==> src/rtl/alu_accumulator_if.sv <==
// alu_accumulator_if: sequencer-to-ALU execute bus (operands in, accumulator/flags/done out)
interface alu_accumulator_if #(
   parameter int DATA_WIDTH = 8,
   parameter int INST_WIDTH = 8
);
   logic                  Exec;
   logic [INST_WIDTH-1:0] IR;
   logic [DATA_WIDTH-1:0] IBR;
   logic [DATA_WIDTH-1:0] MBR;
   logic [DATA_WIDTH-1:0] AR;
   logic [3:0]            Flags;
   logic                  Done;
   modport master (output Exec, IR, IBR, MBR, input AR, Flags, Done);
   modport slave  (input Exec, IR, IBR, MBR, output AR, Flags, Done);
endinterface

==> src/rtl/alu_accumulator.sv <==
// alu_accumulator: accumulator/flags execute stage; optional shifter enabled by macro ALU_SHIFT_EN
`ifndef ZERO
`define ZERO 0
`endif
`ifndef CARRY
`define CARRY 1
`endif
`ifndef NEG
`define NEG 2
`endif
`ifndef OV
`define OV 3
`endif
`ifndef LOAD_X
`define LOAD_X 8'b0000_0001
`endif
`ifndef LOAD_I
`define LOAD_I 8'b0000_0101
`endif
module alu_accumulator #(
   parameter int DATA_WIDTH = 8,
   parameter int INST_WIDTH = 8
) (
   input logic             clk,
   input logic             arst,
   alu_accumulator_if.slave bus
);
   localparam int MSB = DATA_WIDTH - 1;
   logic [7:0]            ir;
   logic [DATA_WIDTH-1:0] ar_q, ar_d, op, lres, sres, res;
   logic [DATA_WIDTH:0]   wide, cin_w;
   logic [3:0]            flags_q, flags_d;
   logic                  done_q, done_d;
   logic                  sel_ok, is_arith, is_logic, is_ldx, is_ldi, is_shift, v, sc;
   assign ir = bus.IR[7:0];
   // decode plus arithmetic/logic datapath; subtract borrow falls out as the extra top bit
   always_comb begin
      sel_ok   = ir[5:3] == 3'b000;
      op       = ir[2] ? bus.IBR : bus.MBR;
      is_arith = ir[7:6] == 2'b01 && sel_ok;
      is_logic = ir[7:6] == 2'b10 && sel_ok;
      is_ldx   = ir == `LOAD_X;
      is_ldi   = ir == `LOAD_I;
      cin_w    = {{DATA_WIDTH{1'b0}}, ir[1] & flags_q[`CARRY]};
      wide     = ir[0] ? {1'b0, ar_q} - {1'b0, op} - cin_w : {1'b0, ar_q} + {1'b0, op} + cin_w;
      v        = (ar_q[MSB] == (op[MSB] ^ ir[0])) && (wide[MSB] != ar_q[MSB]);
      lres     = ir[1] ? (ir[0] ? ~(ar_q ^ op) : ar_q ^ op) : (ir[0] ? ~(ar_q & op) : ~(ar_q | op));
   end
`ifdef ALU_SHIFT_EN
   // shift/rotate: rotates pass through the carry flag, plain shifts zero-fill
   always_comb begin
      is_shift = ir[7:2] == 6'b001100;
      sc       = ir[0] ? ar_q[0] : ar_q[MSB];
      sres     = ir[0] ? {ir[1] & flags_q[`CARRY], ar_q[MSB:1]} : {ar_q[MSB-1:0], ir[1] & flags_q[`CARRY]};
   end
`else
   assign is_shift = 1'b0;
   assign sc       = 1'b0;
   assign sres     = '0;
`endif
   // next state: only an Exec strobe changes AR/flags; unrecognised opcodes still pulse Done
   always_comb begin
      res     = is_arith ? wide[MSB:0] : is_logic ? lres : is_ldx ? bus.MBR : is_ldi ? bus.IBR : is_shift ? sres : ar_q;
      ar_d    = ar_q;
      flags_d = flags_q;
      done_d  = bus.Exec;
      if (bus.Exec && (is_arith || is_logic || is_ldx || is_ldi || is_shift)) begin
         ar_d           = res;
         flags_d[`ZERO] = res == '0;
         flags_d[`NEG]  = res[MSB];
      end
      if (bus.Exec && (is_arith || is_shift)) flags_d[`CARRY] = is_arith ? wide[DATA_WIDTH] : sc;
      if (bus.Exec && (is_arith || is_logic || is_shift)) flags_d[`OV] = is_arith & v;
   end
   // state registers, cleared asynchronously
   always_ff @(posedge clk or negedge arst) begin
      if (!arst) begin
         ar_q    <= '0;
         flags_q <= '0;
         done_q  <= 1'b0;
      end else begin
         ar_q    <= ar_d;
         flags_q <= flags_d;
         done_q  <= done_d;
      end
   end
   assign bus.AR    = ar_q;
   assign bus.Flags = flags_q;
   assign bus.Done  = done_q;
endmodule
==> src/flat_wrapper.sv <==
// flat-port wrapper written by rule: the top's interface ports become plain ports
module alu_accumulator_flat 
#(
   parameter int DATA_WIDTH = 8,
   parameter int INST_WIDTH = 8
)
  (clk, arst, bus_Exec, bus_IR, bus_IBR, bus_MBR, bus_AR, bus_Flags, bus_Done);
  alu_accumulator_if #(.DATA_WIDTH(DATA_WIDTH), .INST_WIDTH(INST_WIDTH)) bus_i ();
  input logic clk;
  input logic arst;
  input wire logic [$bits(bus_i.Exec)-1:0] bus_Exec;
  input wire logic [$bits(bus_i.IR)-1:0] bus_IR;
  input wire logic [$bits(bus_i.IBR)-1:0] bus_IBR;
  input wire logic [$bits(bus_i.MBR)-1:0] bus_MBR;
  output wire logic [$bits(bus_i.AR)-1:0] bus_AR;
  output wire logic [$bits(bus_i.Flags)-1:0] bus_Flags;
  output wire logic [$bits(bus_i.Done)-1:0] bus_Done;
  assign bus_i.Exec = bus_Exec;
  assign bus_i.IR = bus_IR;
  assign bus_i.IBR = bus_IBR;
  assign bus_i.MBR = bus_MBR;
  assign bus_AR = bus_i.AR;
  assign bus_Flags = bus_i.Flags;
  assign bus_Done = bus_i.Done;
  alu_accumulator #(.DATA_WIDTH(DATA_WIDTH), .INST_WIDTH(INST_WIDTH)) u_core (.clk(clk), .arst(arst), .bus(bus_i));
endmodule
==> config.mk <==
export PLATFORM = sky130hd
export DESIGN_NAME = alu_accumulator_flat
export DESIGN_NICKNAME = d
export VERILOG_FILES = /design/src/rtl/alu_accumulator_if.sv /design/src/rtl/alu_accumulator.sv /design/src/flat_wrapper.sv
export SDC_FILE = /design/constraint.sdc
export NUM_CORES = 1
export LEC_CHECK = 0
export BUFFER_PORTS_ARGS = -buffer_cell sky130_fd_sc_hd__buf_2
export CAP_MARGIN = 20
export CORE_ASPECT_RATIO = 0.9
export CORE_MARGIN = 4
export CORE_UTILIZATION = 50
export CTS_CLUSTER_SIZE = 24
export DETAILED_ROUTE_END_ITERATION = 16
export PLACE_DENSITY = 0.76
export RECOVER_POWER = 100
export SLEW_MARGIN = 20
export SYNTH_ARGS = -nofsm -noshare
export SYNTH_HDL_FRONTEND = slang
export SYNTH_SLANG_ARGS = --single-unit
==> constraint.sdc <==
create_clock -name clk -period 2.8 [get_ports clk]
set_input_delay 0.14 -clock clk [delete_from_list [all_inputs] [get_ports clk]]
set_output_delay 0.14 -clock clk [all_outputs]
set_load 0.01 [all_outputs]
After elaboration in Yosys (flattened, before gate mapping)
Index checks and enable logic that the tools add are counted.
Storage, ports and cells
  register bits: 13
  latch bits: 0
  bits in writable memories: 0
  memory bits (read-only): 0
  input port bits: 27
  output and inout port bits: 13
  logic and storage cells: 45
  memories kept: 0
Operators by class
  add/sub/neg operators: 4
  multiply operators: 0
  divide/modulo/power cells: 0
  magnitude comparators: 0
  eq/ne operators: 6
  shift operators: 0
  multiplexer cells: 10
  bitwise logic cells: 9
  reduce and logical (&&, ||, !) cells: 11
Operator list (number)
  two-way mux 8 bit: 8
  NOT 8 bit: 3
  adder 8 x 8 -> 9 bit: 1
  adder 9 x 1 -> 9 bit: 1
  two-way mux 9 bit: 1
  subtractor 8 x 8 -> 9 bit: 1
  subtractor 9 x 1 -> 9 bit: 1
  AND 8 bit: 1
  == test 8 x 1 -> 1 bit, second input constant: 1
  == test 8 x 3 -> 1 bit, second input constant: 1
  logical NOT 8 bit: 1
  bitwise OR 8 bit: 1
  bitwise XOR 8 bit: 1
  logical AND 1 bit: 6
  logical NOT 3 bit: 1
  logical OR 1 bit: 3
  AND 1 bit: 2
  == test 2 x 1 -> 1 bit, second input constant: 1
  == test 2 bit, second input constant: 1
  == test 1 bit: 1
  two-way mux 1 bit: 1
  inequality test 1 bit: 1
  bitwise XOR 1 bit: 1

Depth between registers and ports, before layout
  word-level depth: 8
  mapped depth: 14
  gate-level depth less buffers: 13

Worst setup path after synthesis
No wires, ideal clock.
  kind: input to register
  from: in bus_IR[2]
  to: reg u_core.flags_q[0], in the netlist u_core.bus.Flags[0]
  library setup time: 92 ps
  data arrival time: 3182 ps
  data required time: 2708 ps
  slack: -474 ps
  cell stages on the path: 13
  path buffers: 1
  cell sequence: clkbuf_1 -> mux2i_1 -> xor2_1 -> ha_1 -> a21o_1 -> inv_1 -> fa_1 -> mux2i_1 -> xnor2_1 -> a222oi_1 -> nand3b_1 -> or4_1 -> o31ai_2
On the way
  cells in the longest elaborated chain, start to end: 8
  elaborated cells between the ends (all ways): 25
  those cells by class: 4 x add/sub; 2 x eq/ne; 9 x mux; 6 x bitwise; 4 x reduce/logical
RTL lines
  start, declared: RTL line flat_wrapper.sv:12  | input wire logic [$bits(bus_i.IR)-1:0] bus_IR;
  branches (longest 8 deep; another with adder 8 x 8 -> 9 bit)
  end signal, assigned: RTL line alu_accumulator.sv:83  | flags_q <= flags_d;
  end, declared: RTL line alu_accumulator.sv:32  | logic [3:0] flags_q, flags_d;
Parallel ways; which one is timed is not known.
A chain may end at the register's enable or synchronous reset.

Worst setup path after layout
  from: reg u_core.flags_q[1], in the netlist u_core.bus.Flags[1]
  to: reg u_core.flags_q[0], in the netlist u_core.bus.Flags[0]
On the way
  cells in the longest elaborated chain, start to end: 5
  elaborated cells between the ends (all ways): 6
  those cells by class: 2 x add/sub; 2 x mux; 1 x bitwise; 1 x reduce/logical
RTL lines
  AND 1 bit (*): RTL line alu_accumulator.sv:44  | cin_w = {{DATA_WIDTH{1'b0}}, ir[1] & flags_q[`CARRY]};
  adder 9 x 1 -> 9 bit or subtractor 9 x 1 -> 9 bit (tied branches): RTL line alu_accumulator.sv:45  | wide = ir[0] ? {1'b0, ar_q} - {1'b0, op} - cin_w : {1'b0, ar_q} + {1'b0, op} + cin_w;
  two-way mux 9 bit (*): RTL line alu_accumulator.sv:45
  two-way mux 8 bit (*): RTL line alu_accumulator.sv:63  | res = is_arith ? wide[MSB:0] : is_logic ? lres : is_ldx ? bus.MBR : is_ldi ? bus.IBR : is_shift ? sres : ar_q;
  logical NOT 8 bit (*): RTL line alu_accumulator.sv:69  | flags_d[`ZERO] = res == '0;
Every way passes the cells marked *; elsewhere a longest branch is shown, timed or not.

==> metrics.yaml <==
run_status:
  status: "finished with violations"
  violations: "negative setup slack"
floorplan:
  dieArea_um2: 5380
  die_w_um: 76.87
  io_pins: 40
  num_rows: 22
  die_h_um: 69.99
  core_area_um2: 4101
  initial_core_util_pct: 52.04
drt:
  firstDrtPassIters: 4
  viasPerCell: 5.716
  drt_iter0_drc: 137
  ant_nets: 0
  vias: 2155
  totalWireLength_mm: 5.867
  wl_per_cell_um: 15.56
  drcViolationCount: 0
global_route:
  grt_pass1_vias: 2027
  globalRouteOverflowTotal: 0
  antenna_found_initial: 0
  grt_first_pass_wirelength_mm: 9.453
  grt.total_usage_pct: 21.26
  grt_max_degree: 20
sta:
  finalClockSkew_ns: 0.003671
  hold_ws_ns: 0.1097
  rsz0062_at_grt: "yes"
  slew_headroom_pct: 52.04
  min_period_over_period_pct: 103.7
  timing.final.ws_setup_ns: -0.1031
  drv_slew: 0
  period_minus_slack_ns: 2.903
  clock.fmax_mhz: 344.5
  hold_viol: 0
  finalSetupViolCount: 1
  tightest_slew_ns: 0.7129
cts:
  cts-buffers-inserted: 3
  clk_path_buf_depth: 2
  htree_levels: 1
  clock-root-buffer: "clkbuf_8"
  cts_tree: "done"
  cts.sink_count: 12
  path_clk_slew_ns: 0.06
  clk-insertion-delay-late_ns: 0.24
synthesis:
  synth_edf_count: 0
  synth_cell_type_count: 48
  ys_async_sr_fraction_pct: 100.0
  yosys_warnings: 0
  synth_seq_cells: 12
  syn_nets: 316
  synth.cell_area_um2: 2135
  synth_area_leaders: "ha_1, dfrtp_1, mux2i_1"
  synth_cells: 255
  yosysSeqAreaShare_pct: 14.07
  avgSynthCellArea_um2: 8.371
  synth_most_common_cell: "ha_1"
  yosys.area.top_type: "ha_1"
  synth.top_cell.area_share_pct: 18.17
  dominantRegCellSynth: "dfrtp_1"
  yosys-top-cells-count: "ha_1, mux2i_1, inv_1"
setup_path:
  startpoint_type: "register"
  cpMaxStageDelayCell: "or4_4"
  path_buf_inv: 2
  cp.required_ns: 2.96
  cp_common_cell: "nand2_2"
  cp_cell_sequence: "nand2_2, buf_4, fa_1, inv_1, ha_1, o21ai_1, nand2_2, o22ai_4, xor2_1, a221oi_2, or4_4, o31ai_2"
  critPathTopFamily: "simple AND/OR/NAND/NOR gates"
  path_class: "register to register"
  cpPeakStageDelay_ns: 0.53
  endpoint_kind: "register"
  critPathMaxFanout: 3
  arrival_ns: 3.06
cells_and_area:
  antennaDiodeCount: 0
  layout-drive-gt1-share_pct: 29.48
  nets: 391
  final_util_pct: 67.42
  final_cells: 377
  fill_cells: 348
  area_growth_pct: 29.54
  stdcell_area_um2: 2765
power:
  vdd_ir_drop_max_mv: 0.3373
  leakage_uw: 0.001380
  pwr_density_cell_nw_per_um2: 572.6
place:
  placed_area_um2: 2636
  dp_slack_ns: -0.1332
  placedCellCount: 368
  port_buffers: 39
  dp_hpwl_mm: 4.604
  gp_congestion: 0.9126
hold_path:
  worstHoldPathType: "primary input to register"
job:
  maxCapViolations: 0
[area by class of cell]
type	instances	area, µm²	area share [%]
clock buffer	4	55.05	1.991
multi-input combinational	205	1760	63.67
inverter	26	97.59	3.529
sequential	12	300.3	10.86
timing repair buffer	82	491.7	17.78
tap	48	60.06	2.172
[sequential cells by signal, indices dropped and copies added, names as in the netlist]
name	flops
u_core.bus.Done	1
u_core.bus.Flags	4
u_core.bus.AR	7
[logic make-up after synthesis]
kind of cell,share of synthesized area [%]
muxes,16.88
DFF,14.07
buffers and inverters,6.975
and+or+nand+nor,14.24
AOI/OAI and AO/OA,21.10
adders and majority gates,20.98
xor gates and xnor gates,5.745
[per-stage QoR]
stage	power [µW]	TNS [ns]
2_1_floorplan	943.2	0
3_3_place_gp	1294	-0.05990
3_5_place_dp	1315	-0.2025
4_1_cts	1535	0
5_1_grt	1724	-0.2264
6_report	1583	-0.1031
[worst paths after layout]
path                                startpoint             endpoint  slack, ns  depth (start not counted)
max                        u_core.bus.Flags[1]  u_core.bus.Flags[0]      -0.10                         12
min                                   bus_Exec      u_core.bus.Done       0.11                          1
max reg2reg                u_core.bus.Flags[1]  u_core.bus.Flags[0]      -0.10                         12
min reg2reg                u_core.bus.Flags[3]  u_core.bus.Flags[3]       0.50                          1
max in group asynchronous                 arst     u_core.bus.AR[1]       1.89                          2
min in group asynchronous                 arst     u_core.bus.AR[6]       0.46                          2
[power breakdown]
group	internal (µW)	total, µW	switching, µW
sequential	211	241	30.1
combinational	544	1150	606
clock	124	192	67.9
total	879	1580	704
[metal layers]
layer | part of all wire (%) | vias to the layer above | global-route usage, % | wire, µm
li1 | - | 1061 | - | -
met5 | 0 | - | 0 | 0
met2 | 50 | 72 | 36.65 | 2960
met3 | 6.7 | 6 | 4.639 | 394
met1 | 42 | 1016 | 26.72 | 2468
met4 | 0.75 | 0 | 5.433 | 44
[cell usage in the layout (no fill, tap or decap), types with 10 or more instances in the layout]
cell,count
a21oi_1,13
dfrtp_1,12
clkbuf_1,15
nand2_1,15
buf_4,38
o21ai_0,10
nor2_1,16
ha_1,30
buf_2,28
mux2i_1,26
inv_1,25
[timing repair]
action                                  in CTS  in global routing
endpoints found under the setup margin       1                  3
hold buffers                                 1                  0
pin swaps                                    2                 10
gates cloned                                 0                  0
hold endpoints to repair                    12                  0
buffers inserted                             2                  3
resized for setup                            4                 11
(Power assumes the default switching activity.)
